**config.mk**
```make
export PLATFORM = sky130hd
export DESIGN_NAME = pipe_elastic_stage
export DESIGN_NICKNAME = d
export VERILOG_FILES = /design/src/rtl/pipe_elastic_stage_pkg.sv /design/src/rtl/pipe_elastic_stage.sv
export SDC_FILE = /design/constraint.sdc
export NUM_CORES = 1
export LEC_CHECK = 0
export BUFFER_PORTS_ARGS = -buffer_cell sky130_fd_sc_hd__buf_2
export CORE_MARGIN = 10
export CORE_UTILIZATION = 40
export DETAILED_ROUTE_END_ITERATION = 8
export PLACE_DENSITY = 0.69
export SLEW_MARGIN = 20
export SYNTH_ARGS = -nofsm -noshare
export SYNTH_HDL_FRONTEND = slang
export SYNTH_SLANG_ARGS = --single-unit
export TNS_END_PERCENT = 100
```
**constraint.sdc**
```tcl
create_clock -name clk -period 12.79 [get_ports clk]
set_input_delay 1.279 -clock clk [delete_from_list [all_inputs] [get_ports clk]]
set_output_delay 1.279 -clock clk [all_outputs]
set_load 0.05 [all_outputs]
```
**src/rtl/pipe_elastic_stage_pkg.sv**
```systemverilog
// Shared pipeline definitions: elastic stage state encoding and
// per-stage control bundles with their NOP encodings.
package pipe_definitions;

    typedef enum logic [1:0] {
        PS_EMPTY = 2'd0,
        PS_HALF  = 2'd1,
        PS_FULL  = 2'd2
    } pipe_state_t;

    typedef struct packed {
        logic       br_none;
        logic       pc_inc;
        logic [5:0] rsvd;
    } if_id_ctrl_t;

    localparam if_id_ctrl_t IF_ID_NOP = '{
        br_none: 1'b1,
        pc_inc:  1'b1,
        rsvd:    6'd0
    };

    typedef struct packed {
        logic [4:0] rd;
        logic       reg_write;
        logic       mem_write;
        logic       mem_read;
        logic [3:0] alu_op;
        logic [3:0] br_op;
    } id_ex_ctrl_t;

    localparam logic [3:0] ALU_ADD = 4'd0;
    localparam logic [3:0] BR_NONE = 4'd0;

    localparam id_ex_ctrl_t ID_EX_NOP = '{
        rd:        5'd0,
        reg_write: 1'b0,
        mem_write: 1'b0,
        mem_read:  1'b0,
        alu_op:    ALU_ADD,
        br_op:     BR_NONE
    };

    // Entry count held in a given state.
    function automatic logic [1:0] pipe_occ(pipe_state_t s);
        unique case (s)
            PS_HALF: pipe_occ = 2'd1;
            PS_FULL: pipe_occ = 2'd2;
            default: pipe_occ = 2'd0;
        endcase
    endfunction

endpackage

```
**src/rtl/pipe_elastic_stage.sv**
```systemverilog
// Elastic pipeline register with valid/ready handshake and optional
// 2-entry skid buffer (registered in_ready).
//
// Ports: clk, rst (async, active-high), flush (sync kill),
//   in_valid/in_ready/in_ctrl/in_data   upstream beat,
//   out_valid/out_ready/out_ctrl/out_data downstream beat (head entry),
//   occupancy  number of held entries (0..2).
module pipe_elastic_stage
    import pipe_definitions::*;
#(
    parameter int unsigned       CTRL_W   = 16,
    parameter int unsigned       DATA_W   = 128,
    parameter logic [CTRL_W-1:0] CTRL_RST = '0,
    parameter int unsigned       SKID     = 1
) (
    input  logic              clk,
    input  logic              rst,
    input  logic              flush,
    input  logic              in_valid,
    output logic              in_ready,
    input  logic [CTRL_W-1:0] in_ctrl,
    input  logic [DATA_W-1:0] in_data,
    output logic              out_valid,
    input  logic              out_ready,
    output logic [CTRL_W-1:0] out_ctrl,
    output logic [DATA_W-1:0] out_data,
    output logic [1:0]        occupancy
);

    pipe_state_t state_q;
    pipe_state_t state_d;

    logic [CTRL_W-1:0] head_ctrl;
    logic [DATA_W-1:0] head_data;
    logic [CTRL_W-1:0] skid_ctrl;
    logic [DATA_W-1:0] skid_data;

    logic in_xfer;
    logic out_xfer;
    logic head_ld_in;
    logic head_ld_skid;
    logic skid_ld;

    assign in_xfer  = in_valid & in_ready;
    assign out_xfer = out_valid & out_ready;

    always_ff @(posedge clk or posedge rst) begin
        if (rst) begin
            state_q <= PS_EMPTY;
        end else begin
            state_q <= state_d;
        end
    end

    always_comb begin
        state_d = state_q;
        if (flush) begin
            state_d = PS_EMPTY;
        end else begin
            unique case (state_q)
                PS_EMPTY: begin
                    if (in_xfer) state_d = PS_HALF;
                end
                PS_HALF: begin
                    if (in_xfer && !out_xfer) begin
                        state_d = (SKID != 0) ? PS_FULL : PS_HALF;
                    end else if (!in_xfer && out_xfer) begin
                        state_d = PS_EMPTY;
                    end
                end
                PS_FULL: begin
                    if (out_xfer) state_d = PS_HALF;
                end
                default: state_d = PS_EMPTY;
            endcase
        end
    end

    always_comb begin
        out_valid = (state_q != PS_EMPTY);
        occupancy = pipe_occ(state_q);
    end

    // Skid mode decodes ready from state only, cutting the
    // out_ready -> in_ready path between stages.
    generate
        if (SKID != 0) begin : g_skid
            assign in_ready = (state_q != PS_FULL);
        end else begin : g_single
            assign in_ready = !out_valid | out_ready;
        end
    endgenerate

    assign head_ld_in = !flush && in_xfer &&
        ((state_q == PS_EMPTY) ||
         ((state_q == PS_HALF) && out_xfer));

    assign head_ld_skid = !flush && out_xfer &&
        (state_q == PS_FULL);

    assign skid_ld = !flush && (SKID != 0) && in_xfer &&
        !out_xfer && (state_q == PS_HALF);

    // Flush forces control to the NOP encoding but leaves data as is.
    always_ff @(posedge clk or posedge rst) begin
        if (rst) begin
            head_ctrl <= CTRL_RST;
            head_data <= '0;
            skid_ctrl <= CTRL_RST;
            skid_data <= '0;
        end else if (flush) begin
            head_ctrl <= CTRL_RST;
            skid_ctrl <= CTRL_RST;
        end else begin
            if (head_ld_in) begin
                head_ctrl <= in_ctrl;
                head_data <= in_data;
            end else if (head_ld_skid) begin
                head_ctrl <= skid_ctrl;
                head_data <= skid_data;
            end
            if (skid_ld) begin
                skid_ctrl <= in_ctrl;
                skid_data <= in_data;
            end
        end
    end

    assign out_ctrl = head_ctrl;
    assign out_data = head_data;

endmodule

```
Word level (Yosys, flattened, before mapping). Index checks and enable logic that the tools add are counted.

Equality and inequality tests: 6. Multiplexer cells: 14. Bitwise gates (word level): 3. Reduce and logical (&&, ||, !) cells: 21.

Operators with widths (count): 128-bit two-way mux (2); 16-bit two-way mux (5); 2-bit two-way mux (5); 1-bit logical AND (9); 3-bit inequality test (second input constant) (2); 2-bit case mux with 3 select lines (1); 2-bit nonzero test (3); 4-bit inequality test (second input constant) (1); 2-bit case mux with 2 select lines (1); 2-bit AND reduction (2); 1-bit zero test (3); 3-bit AND reduction (1); 3-bit nonzero test (1); 1-bit AND (2); 2-bit by 1-bit equality test with 1-bit output (second input constant) (1); 2-bit equality test (second input constant) (1); 2-bit zero test (1); 2-bit inequality test (second input constant) (1); 1-bit logical OR (1); 1-bit NOT (1).

Register bits: 290. Bits of input ports: 149. Output and inout bits: 148. Logic and storage cells: 49.

Logic depth before layout (Yosys ltp). Gate-level depths: netlist (run 1).

Word-level depth: 8. Depth in mapped cells: 7. Gate-level depth less buffers: 4.

Worst setup path before layout (run 1). No wires, ideal clock.

Path kind: input to register. From: input flush. To: register head_ctrl[0], in the netlist out_ctrl[0]. Library setup time: 0.126 ns. Data arrival time: 2.302 ns. Required time: 12.664 ns. Slack: 10.362 ns. Cell stages on the path: 6. Buffers on the path: 2. Path through: nor3b_2 -> nor2b_2 -> buf_4 -> nor3_4 -> buf_4 -> a221o_1.

Longest elaborated chain between the ends: 5. Elaborated cells between the ends (all ways): 8. Classes of those cells: mux (2); reduce/logical (6).

RTL lines: start, declared (line pipe_elastic_stage.sv:18) `input logic flush,`; 1-bit zero test (line pipe_elastic_stage.sv:94, pipe_elastic_stage.sv:98); 1-bit logical AND (2 in a row) (line pipe_elastic_stage.sv:94) `assign head_ld_in = !flush && in_xfer &&`; 16-bit two-way mux (line pipe_elastic_stage.sv:115) `if (head_ld_in) begin`; 16-bit two-way mux (line pipe_elastic_stage.sv:111) `end else if (flush) begin`; end signal, assigned (line pipe_elastic_stage.sv:116) `head_ctrl <= in_ctrl;`; end signal, assigned (line pipe_elastic_stage.sv:119) `head_ctrl <= skid_ctrl;`; end, declared (line pipe_elastic_stage.sv:33) `logic [CTRL_W-1:0] head_ctrl;`.

Several ways; a longest one is shown, not always the timed one. A chain may end at the register's enable or synchronous reset.

Final worst setup path (run 1).
From: input flush. To: register head_ctrl[14], in the netlist out_ctrl[14].

The elaborated chain is that of the path after synthesis.

==> results of run 1 <==
## layer usage
metal	share of wire, %	up-vias	global-route usage, %
met5	0.052	-	0
met4	1.3	4	3.492
met3	8.3	41	5.593
met2	45	287	25.45
met1	45	4520	22.81
li1	-	4542	-
## metrics by stage
step / util [%] / cells / cell area (µm²) / hold WS [ns]
2_1_floorplan: - / 1235 / 12180 / 0.4454
3_3_place_gp: 46.20 / 1851 / 13800 / 0.4565
3_5_place_dp: 46.20 / 1851 / 13800 / 0.4623
4_1_cts: 49.77 / 1906 / 14870 / 0.4759
5_1_grt: 49.78 / 1907 / 14870 / 0.4922
6_report: 49.79 / 1909 / 14880 / 0.4710
## cell families (layout without fill, tap and decap cells)
kind of cell,after synthesis,in the layout,share of synthesized area (%)
AOI/OAI and AO/OA,146,146,6.706
xor gates and xnor gates,1,1,0.07190
buffers and inverters,82,363,3.759
DFF,290,290,59.57
muxes,128,128,10.52
other,0,3,0
and+or+nand+nor,588,588,19.38
## state kept, by name (all words and copies together) (netlist names)
name / cells
skid_data: 128
out_ctrl: 16
skid_ctrl: 16
out_data: 128
state_q: 2
## cell usage after synthesis
library cell and instances:
xnor2_1 1, nor2b_2 2, nor2b_1 1, nor3b_2 1, a2bb2oi_1 1, buf_2 20
o21ai_1 128, clkbuf_1 41, buf_1 2, nor3_4 1, and2b_4 1, and2_0 2
nand2_1 545, mux2i_1 128, nor2_1 1, and3b_1 1, inv_1 2, and2_1 15
a221o_1 16, buf_12 1, buf_4 9, dfrtp_1 290, a211oi_1 1, nand3b_1 17
buf_6 1, buf_8 6, or2_2 1
## critical path, stage by stage
cell and delay [ns]:
buf_2 0.24, nor3b_2 0.35, nor2b_4 0.86, buf_4 0.57, buf_4 0.77, nor3_4 0.25, a221o_1 0.36
## worst max-delay path by stage
| stage | end | slack [ns] | cells after the start | startpoint |
|---|---|---|---|---|
| floorplan | out_ctrl[0]$_DFFE_PP0P_ | 3.51 | 1 | rst |
| global placement | out_ctrl[7]$_DFFE_PP0P_ | 7.94 | 7 | flush |
| detailed placement | out_ctrl[15]$_DFFE_PP0P_ | 7.86 | 7 | flush |
| CTS | out_ctrl[14]$_DFFE_PP0P_ | 8.39 | 7 | flush |
| global route | out_ctrl[3]$_DFFE_PP0P_ | 8.03 | 7 | flush |
| finish | out_ctrl[14]$_DFFE_PP0P_ | 8.40 | 7 | flush |
## final cells by class
type,count,area (µm²)
Inverter,2,15.01
Antenna cell,3,7.507
Clock buffer,49,998.5
Fill cell,2753,15000
Multi-Input combinational cell,863,4487
Tap cell,390,488.0
Sequential cell,290,7257
Clock inverter,6,66.31
Timing Repair Buffer,306,1556
## where the power goes
group          total (µW)  leakage, µW  switching, µW  internal, µW
clock                 924     0.000525            364           560
combinational         614      0.00320            452           162
sequential           1200      0.00368           98.6          1100
total                2730      0.00741            914          1820
==> results.cfg, run 1 <==
[run_status]
outcome = finished clean

[synth]
netlist-cell-type-count = 27
ys.warnings.count = 0
synth_seq_cells = 290
syn-num-nets = 1384
ys_seq_area_share_pct = 59.57
syn_avg_cell_area_um2 = 9.865
synth_top_area_share_pct = 59.57
synthCells = 1235
post_synth_instance_area_mm2 = 0.01218
yosys.area.top_type = dfrtp_1
yosys-top-cells-area = dfrtp_1 60%, nand2_1 17%, mux2i_1 11%

[critical_path]
start_kind = primary input
rrSetupSlack_ns = 8.98
end_kind = flip-flop
arrival_ns = 4.76
path_class = primary input to flip-flop
r2r-end = out_ctrl[14]$_DFFE_PP0P_
timing.rr.start = state_q[1]$_DFFE_PP0P_
path_max_fanout = 88
required_ns = 13.16
r2r_cells = 6

[cts]
cts_setup_buffers = 0
cts.repair.resized = 0
cts_max_level = 2
clock_sinks = 290
cts.clk_slew.worst_paths_ns = 0.05
cts_tree = built
clock_latency_ns = 0.50
cts-root-buf = clkbuf_16
cts_buffer_depth = 3
cts_buffers = 34
cts_hold_buf = 0

[routing]
vias = 9394
drc = 0
first_pass_iters = 5
drt_iter0_drc = 681
viasPerCell = 4.921
routed_wirelength_um = 32520
ant_nets = 0
wl_per_cell_um = 17.03

[floorplanning]
io_pins = 297
dieHeight_um = 194.5
start_util_pct = 40.78
die_area_mm2 = 0.03784
rows = 63
core_area_mm2 = 0.02987
fp.dieW_um = 194.5

[timing]
fin_ws_ns = 8.399
tightest_slew_ns = 0.9841
period_share_pct = 34.33
clock_skew_ns = 0.01455
fin_tns_setup_ns = 0
finalSetupViolations = 0
slew_headroom_pct = 34.39
clock.fmax_mhz = 227.7
hold_viol = 0
rsz0062_at_grt = no
final_max_slew_viol_count = 0
fin_crit_ns = 4.391

[grt]
grtUsageTotal_pct = 16.75
grt.overflow.total = 0
grt_pass1_vias = 9656
grt_pass1_wl_um = 53410
grt_antenna_before_repair = 5
grt_max_degree = 89

[placed_design]
hpwl_um = 21630
gp_congestion = 0.7619
post-place-ws_ns = 7.860
place.port_buffers = 296

[hold_path]
hold_class = flip-flop to flip-flop
hp-start = skid_data[12]$_DFFE_PP0P_
hold_end = skid_data[12]$_DFFE_PP0P_
holdPathStages = 2

[finish]
fin_nets = 1646
drive_above_1_share_pct = 24.01
final_common_cell = nand2_1
mostFrequentLayoutCells = 544 x nand2_1, 296 x buf_2, 290 x dfrtp_1
syn_to_final_growth_pct = 22.10

[pwr]
p_leak_uw = 0.007405
vdd_drop_max_mv = 0.1094
p_per_area_mw_per_mm2 = 183.7
finalPower_uw = 2733

[run]
drv_cap = 0
No activity file was read; power rests on OpenSTA's default activity.
==> run 2, diff against run 1 <==
Settings changed: PLACE_DENSITY 0.69 to 0.71.
Clock period 12.79 ns to 3.9 ns, I/O delays scaled along.
==> run 2 against run 1 <==
- count of clock-buffer cells in the layout is 2 lower
- cell area fell by 0.23%
- highest routed layer unchanged
- sequential power grew to 3.3 times the previous value
- power grew to 3.2 times the previous value
- global-route usage decreased by 0.22 points
- final cell count stayed put
- worst setup slack lost 6.9 ns
- first-iteration DRC count down 19%
==> results.cfg, run 2 (same netlist as run 1, synthesis figures left out) <==
[critical_path]
crit_path_top_delay_cell = and3b_4
start_kind = flip-flop
path_max_fanout = 63
end_kind = flip-flop
critPathTopFamily = simple AND/OR/NAND/NOR gates
cpPeakStageDelay_ns = 0.63
path_class = flip-flop to flip-flop
cp.buffers_inverters = 1
arrival_ns = 2.79
worstPathCellList = and2b_4 > and3b_4 > buf_12 > mux2i_1 > o21ai_1
required_ns = 4.29

[placed_design]
hpwl_um = 21440
place_inst = 1855
gp_congestion = 0.7641
post-place-ws_ns = 1.416
place.port_buffers = 296

[pwr]
p_seq_share_pct = 45.3
p_leak_uw = 0.007376
p_int_uw = 5687
clkPwrFrac_pct = 31.3
power.switching_uw = 2975
comb_power_share_pct = 23.3
swShare_pct = 34.34
p_per_area_mw_per_mm2 = 583.6
vdd_drop_max_mv = 0.3555

[finish]
mostFrequentLayoutCells = 544 x nand2_1, 296 x buf_2, 290 x dfrtp_1
antennaDiodeCount = 0
fin_nets = 1647
fin_util_pct = 49.68
multi_input_area_mm2 = 0.004487
drive_above_1_share_pct = 23.90
final_common_cell = nand2_1
ff_latch_area_mm2 = 0.007257
layoutNonFillerInstCount = 1909
syn_to_final_growth_pct = 21.82
fillers = 2741

[hold_path]
hold_class = primary input to asynchronous set/reset pin

[timing]
final_max_slew_viol_count = 0
clock.fmax_mhz = 417.7
period_share_pct = 61.39
fin_crit_ns = 2.394
rsz0062_at_grt = no
slew_headroom_pct = 36.81
clock_skew_ns = 0.01966
hold_viol = 0
tightest_slew_ns = 0.9478
fin_tns_setup_ns = 0
fin_ws_ns = 1.506
finalSetupViolations = 0

[routing]
viasPerCell = 4.935
drc = 0
routed_wirelength_um = 32330
first_pass_iters = 5
wl_per_cell_um = 16.93
drt_iter0_drc = 555
vias = 9421
ant_nets = 0

[cts]
cts_hold_buf = 0
cts_buffers = 31
cts-root-buf = clkbuf_16
cts.repair.resized = 0
clock_sinks = 290
cts_tree = built
cts_setup_buffers = 0
cts_max_level = 1
cts.clk_slew.worst_paths_ns = 0.06
clock_latency_ns = 0.55
cts_buffer_depth = 3

[grt]
grt_max_degree = 147
grtUsageTotal_pct = 16.53
grt_antenna_before_repair = 3
grt.overflow.total = 0
grt_pass1_vias = 9647
grt_pass1_wl_um = 52820

[floorplanning]
fp.dieW_um = 194.5
io_pins = 297
die_area_mm2 = 0.03784
rows = 63
core_area_mm2 = 0.02987
start_util_pct = 40.78
dieHeight_um = 194.5

[run]
drv_cap = 0

[run_status]
outcome = finished clean
[run 2: cell types whose count changed in the layout (fill, tap and decap cells not counted), moves of 2 or more]
cell and change:
buf_12 +7, buf_4 -3, clkbuf_1 +4, clkbuf_16 -4, clkbuf_8 -2, clkinv_2 +4, diode_2 -3
[run 2: final timing paths]
check | from | to | slack, ns | cells after the start
worst max-delay path | state_q[0]$_DFFE_PP0P_ | out_data[22]$_DFFE_PP0P_ | 1.51 | 5
worst min-delay path | rst | skid_data[117]$_DFFE_PP0P_ | 0.03 | 2
worst max register to register | state_q[0]$_DFFE_PP0P_ | out_data[22]$_DFFE_PP0P_ | 1.51 | 5
worst min register to register | skid_data[46]$_DFFE_PP0P_ | skid_data[46]$_DFFE_PP0P_ | 0.47 | 2
max in group asynchronous | rst | skid_data[96]$_DFFE_PP0P_ | 2.87 | 3
min in group clk | in_data[40] | skid_data[40]$_DFFE_PP0P_ | 0.04 | 3
[run 2: layout make-up]
type / instances / share of cell area (%)
flip-flops and latches: 290 / 48.90
multi-input cells: 863 / 30.23
repair buffers: 310 / 11.28
clock buffers: 47 / 5.969
well taps: 390 / 3.288
clock inverters: 7 / 0.2613
inverters: 2 / 0.07587
[run 2: metal layers]
metal	up-vias	share of wire, %	wire length, µm	global-route usage (%)
li1	4546	-	-	-
met1	4529	44	14330	22.47
met2	293	46	14720	25.47
met3	47	8.2	2665	4.939
met4	6	1.8	570	3.719
met5	-	0.11	35	0
[run 2: metrics by stage]
| stage | hold slack (ns) | power (µW) | area, µm² |
|---|---|---|---|
| after floorplan | 0.4454 | 5397 | 12190 |
| after global placement | 0.4561 | 5952 | 13920 |
| after detailed placement | 0.4621 | 6020 | 13920 |
| after CTS | 0.01230 | 8766 | 14840 |
| after global routing | 0.02164 | 9132 | 14840 |
| final | 0.03402 | 8662 | 14840 |
[run 2: power by group through the flow]
| stage | combinational, µW | sequential, µW | clock (µW) |
|---|---|---|---|
| floorplan | 656 | 4740 | 0 |
| global placement | 2000 | 3950 | 0 |
| detailed placement | 2050 | 3970 | 0 |
| CTS | 2050 | 3930 | 2790 |
| global route | 2210 | 4000 | 2920 |
| finish | 2020 | 3920 | 2710 |
